File: config.mk
export PLATFORM = sky130hd
export DESIGN_NAME = serial_adder_ctrl
export DESIGN_NICKNAME = d
export VERILOG_FILES = /design/src/rtl/serial_adder_ctrl.sv
export SDC_FILE = /design/constraint.sdc
export NUM_CORES = 1
export LEC_CHECK = 0
export ABC_AREA = 0
export BUFFER_PORTS_ARGS = -buffer_cell sky130_fd_sc_hd__buf_2
export CAP_MARGIN = 20
export CORE_MARGIN = 5
export CORE_UTILIZATION = 53
export DETAILED_ROUTE_END_ITERATION = 12
export PLACE_DENSITY_LB_ADDON = 0.25
export SLEW_MARGIN = 0
export SYNTH_ARGS = -nofsm -noshare
export SYNTH_HDL_FRONTEND = slang
export SYNTH_SLANG_ARGS = --single-unit
File: constraint.sdc
create_clock -name clk -period 1.8 [get_ports clk]
set_input_delay 0.09 -clock clk [delete_from_list [all_inputs] [get_ports clk]]
set_output_delay 0.09 -clock clk [all_outputs]
set_load 0.02 [all_outputs]
File: src/rtl/serial_adder_ctrl.sv
// Bit-serial add/subtract engine: one full-adder slice shared round-robin
// between two requesters, operands processed LSB-first over WIDTH cycles.
module serial_adder_ctrl #(
    parameter int WIDTH = 8
) (
    input  logic             clk,
    input  logic             rst,
    input  logic             req0,
    input  logic [WIDTH-1:0] a0,
    input  logic [WIDTH-1:0] b0,
    input  logic             sub0,
    input  logic             req1,
    input  logic [WIDTH-1:0] a1,
    input  logic [WIDTH-1:0] b1,
    input  logic             sub1,
    output logic             busy,
    output logic             gnt,
    output logic             done0,
    output logic             done1,
    output logic [WIDTH-1:0] result,
    output logic             cout,
    output logic             ovf
);
    localparam int CW = $clog2(WIDTH + 1);

    typedef enum logic [1:0] {IDLE, SHIFT, DONE} state_t;

    state_t           state_q, state_d;
    logic             gnt_q, gnt_d;
    logic             last_q, last_d;
    logic [WIDTH-1:0] sa_q, sa_d;
    logic [WIDTH-1:0] sb_q, sb_d;
    logic [WIDTH-1:0] rs_q, rs_d;
    logic [WIDTH-1:0] result_q, result_d;
    logic             carry_q, carry_d;
    logic             cmsb_q, cmsb_d;
    logic             cout_q, cout_d;
    logic             ovf_q, ovf_d;
    logic [CW-1:0]    cnt_q, cnt_d;

    logic             win;
    logic             win_sub;
    logic             fa_sum;
    logic             fa_co;

    // The single shared full-adder slice.
    assign fa_sum = sa_q[0] ^ sb_q[0] ^ carry_q;
    assign fa_co  = (sa_q[0] & sb_q[0]) | (carry_q & (sa_q[0] ^ sb_q[0]));

    always_comb begin
        state_d  = state_q;
        gnt_d    = gnt_q;
        last_d   = last_q;
        sa_d     = sa_q;
        sb_d     = sb_q;
        rs_d     = rs_q;
        result_d = result_q;
        carry_d  = carry_q;
        cmsb_d   = cmsb_q;
        cout_d   = cout_q;
        ovf_d    = ovf_q;
        cnt_d    = cnt_q;

        // On a tie the requester that was not served last wins.
        win     = (req0 && req1) ? ~last_q : req1;
        win_sub = win ? sub1 : sub0;

        unique case (state_q)
            IDLE: begin
                if (req0 || req1) begin
                    gnt_d   = win;
                    last_d  = win;
                    sa_d    = win ? a1 : a0;
                    sb_d    = (win ? b1 : b0) ^ {WIDTH{win_sub}};
                    carry_d = win_sub;
                    cnt_d   = '0;
                    state_d = SHIFT;
                end
            end
            SHIFT: begin
                sa_d    = sa_q >> 1;
                sb_d    = sb_q >> 1;
                rs_d    = {fa_sum, rs_q[WIDTH-1:1]};
                carry_d = fa_co;
                cnt_d   = cnt_q + CW'(1);
                if (cnt_q == CW'(WIDTH - 1)) begin
                    cmsb_d  = carry_q;
                    state_d = DONE;
                end
            end
            DONE: begin
                result_d = rs_q;
                cout_d   = carry_q;
                ovf_d    = cmsb_q ^ carry_q;
                state_d  = IDLE;
            end
            default: state_d = IDLE;
        endcase
    end

    always_ff @(posedge clk) begin
        if (rst) begin
            state_q  <= IDLE;
            gnt_q    <= 1'b0;
            last_q   <= 1'b1;
            sa_q     <= '0;
            sb_q     <= '0;
            rs_q     <= '0;
            result_q <= '0;
            carry_q  <= 1'b0;
            cmsb_q   <= 1'b0;
            cout_q   <= 1'b0;
            ovf_q    <= 1'b0;
            cnt_q    <= '0;
        end else begin
            state_q  <= state_d;
            gnt_q    <= gnt_d;
            last_q   <= last_d;
            sa_q     <= sa_d;
            sb_q     <= sb_d;
            rs_q     <= rs_d;
            result_q <= result_d;
            carry_q  <= carry_d;
            cmsb_q   <= cmsb_d;
            cout_q   <= cout_d;
            ovf_q    <= ovf_d;
            cnt_q    <= cnt_d;
        end
    end

    assign busy   = (state_q != IDLE);
    assign gnt    = gnt_q;
    assign done0  = (state_q == DONE) && !gnt_q;
    assign done1  = (state_q == DONE) && gnt_q;
    assign result = result_q;
    assign cout   = cout_q;
    assign ovf    = ovf_q;
endmodule

==> impl_metrics.yaml <==
floorplanning:
  rows: 23
  die_w_um: 73.32
  coreArea_um2: 3943
  initial_core_util_pct: 53.89
  pin_count: 52
  dieArea_um2: 5375
  die-height_um: 73.32
clock_network:
  post-cts-setup-buffers: 0
  cts_htree_levels: 2
  numCtsBuffers: 5
  cts_tree: "yes"
  clkLatencyLatePin_ps: 300
  clk_path_buf_depth: 2
  cts_sinks: 44
  holdBufCountCts: 0
  path_clk_slew_ps: 80
  cts-root-buf: "clkbuf_8"
  cts.repair.resized: 0
timing:
  hold_viol: 0
  fin_tns_setup_ps: 0
  max_freq_mhz: 610.3
  worst_pin_slew_ps: 773.7
  fin_crit_sh_pct: 91.03
  final.min_clock_period_ps: 1639
  finClkSkew_ps: 6.909
  rsz0062_at_grt: "false"
  slew_violations: 0
  relSlewSlack_pct: 48.42
  setup_ws_ps: 161.5
  hold_ws_ps: 68.57
  setup_viol: 0
setup_path:
  endpoint_kind: "register"
  crit_required_ps: 1940
  cp_max_fo: 17
  path_class: "reg -> reg"
  cp_cell_sequence: "nor2_2 > o21ai_2 > or2_1 > o22ai_1"
  startpoint_type: "register"
  max_stage_delay_ps: 640
  cp_slowest_cell: "or2_1"
  critPathArrivalTime_ps: 1780
global_routing:
  grt_use_met3_pct: 4.378
  grt_max_degree: 44
  grt-busiest-layer: "met2"
  use_met1_pct: 20.51
  gr-total-overflow: 0
  grt_pass1_vias: 1599
  met2_usage_pct: 27.51
  antenna_found_initial: 0
  grt_pass1_wl_mm: 7.079
  grt.total_usage_pct: 16.53
route:
  num_vias: 1700
  drcViolationCount: 0
  final_antenna_net_count: 0
  dr.pass1.iters: 4
  routed_wl_mm: 4.007
  post_drt_wl_per_cell_um: 12.25
  via_per_inst: 5.199
  drt-initial-drc-count: 76
power_and_ir_drop:
  power_frac_comb_pct: 14.8
  p_leak_nw: 0.9747
  switchingPower_w: 0.0005291
  intPower_w: 0.001577
  irDropWorstVdd_v: 0.0004102
  p_sw_share_pct: 25.13
  seq_power_share_pct: 50.3
  power.density_nw_per_um2: 852.6
  p_clk_share_pct: 34.9
logic_synthesis:
  ys_ff_latch: 44
  seq_area_frac_synth_pct: 41.46
  synth.distinct_cells: 38
  synth.avg_cell_area_um2: 9.118
  synth.net_count: 273
  synth_top_cell_by_area: "dfxtp_1"
  netlist_area_um2: 2125
  synth_top_area_share_pct: 41.46
  yosysWarnings: 0
  synthTopCellsByArea: "dfxtp_1 (41%), a21oi_1 (7.1%), nand2_1 (6.7%), o22ai_2 (5.9%), mux2i_1 (4.2%)"
  synth_cells: 233
finish:
  final_common_cell: "buf_2"
  layout-drive-gt1-share_pct: 30.32
  nFillCells: 350
  layout_common_cells: "buf_2 (51), dfxtp_1 (44), nand2_1 (38), a21oi_1 (30), nor2_1 (16)"
  nNetsFinal: 316
  area_growth_pct: 16.25
  antenna_cells: 0
  instances_no_fill: 327
placed_design:
  place_congestion: 0.8277
  place_inst: 319
  dpl_worst_slack_ps: 176.7
  port_buffers: 51
  post-dp-hpwl_mm: 2.754
job:
  drv_cap: 0
min_path:
  hold_class: "in -> reg"
status:
  status: "complete, no violations"
-- worst max-delay path: cells and delay by family (launching register included) --
kind | cells | cell delay (ps)
and+or+nand+nor | 2 | 740
DFF | 1 | 450
AOI/OAI and AO/OA | 2 | 280
-- synthesized netlist by cell type --
cell type  number
nand2_1        38
a221o_1         1
or2b_1          1
xnor2_1         9
dfxtp_1        44
nor2_1         16
clkbuf_2        1
nand2b_1        1
and2_1          1
nor2_2          1
o22ai_2        10
o2bb2ai_1       2
fa_1            1
buf_2           5
nor2b_1         3
a22oi_1        10
a21boi_4        1
buf_6           2
o21ai_0         1
o22ai_1         5
xor2_1          8
or2_1           3
buf_8           1
and2b_1         1
nand4_1         1
buf_4           2
nand3_1         2
a211oi_1        1
mux2i_1         9
nor3_1          2
nand3b_1        1
mux2_2          1
clkbuf_1        8
a22oi_2         7
a21oi_1        30
ha_1            1
inv_1           1
o21ai_2         1
-- layer usage --
layer  share of wire, %  vias to the layer above
li1                   -                      903
met1                 47                      749
met2                 46                       42
met3                5.4                        6
met4                1.5                        0
met5                  0                        -
-- power groups by stage --
stage	sequential, W	combinational [W]	clock, W
6_report	0.00106	0.000312	0.000735
5_1_grt	0.00107	0.000352	0.000799
4_1_cts	0.00106	0.000315	0.000761
3_5_place_dp	0.00108	0.000314	0
3_3_place_gp	0.00108	0.000307	0
2_1_floorplan	0.00108	0.000244	0
-- cell type report --
type,count,area [um2],area share [%]
Clock buffer,6,72.57,2.938
Tap cell,50,62.56,2.533
Sequential cell,44,880.8,35.66
Inverter,1,3.754,0.1520
Multi-Input combinational cell,169,1130,45.74
Timing Repair Buffer,55,285.3,11.55
Clock inverter,2,35.03,1.418
-- stage by stage --
step	util [%]	cell area (um2)	power, W
after floorplan	-	2125	0.001320
after global placement	59.92	2362	0.001388
after detailed placement	59.92	2362	0.001395
after CTS	62.65	2470	0.002136
after global routing	62.65	2470	0.002217
final	62.65	2470	0.002106
-- logic make-up (layout without fill, tap and decap cells) --
logic type,Yosys count,after routing,synth area share [%]
buffers and inverters,20,64,5.476
adders and majority gates,2,2,1.531
and+or+nand+nor,71,71,14.49
xor gates and xnor gates,17,17,7.009
muxes,10,10,4.770
AOI/OAI and AO/OA,69,69,25.26
DFF,44,44,41.46
-- final timing paths --
check             slack (ps)                   end  cells past startpoint                     from
hold / removal            70  sa_q[4]$_SDFFE_PP0P_                      3                    a0[4]
setup reg to reg         160  sb_q[5]$_SDFFE_PP0P_                      4  state_q[1]$_SDFFE_PP0P_
hold reg to reg          450     cout$_SDFFE_PP0N_                      2        cout$_SDFFE_PP0N_
setup / recovery         160  sb_q[5]$_SDFFE_PP0P_                      4  state_q[1]$_SDFFE_PP0P_
-- flip-flops by register name, indices dropped and copies added (netlist names) --
register,flops
carry_q,1
cmsb_q,1
cnt_q,4
cout,1
gnt,1
last_q,1
ovf,1
result,8
rs_q,8
sa_q,8
sb_q,8
state_q,2
Note: power is estimated with default switching activity, not from simulation.
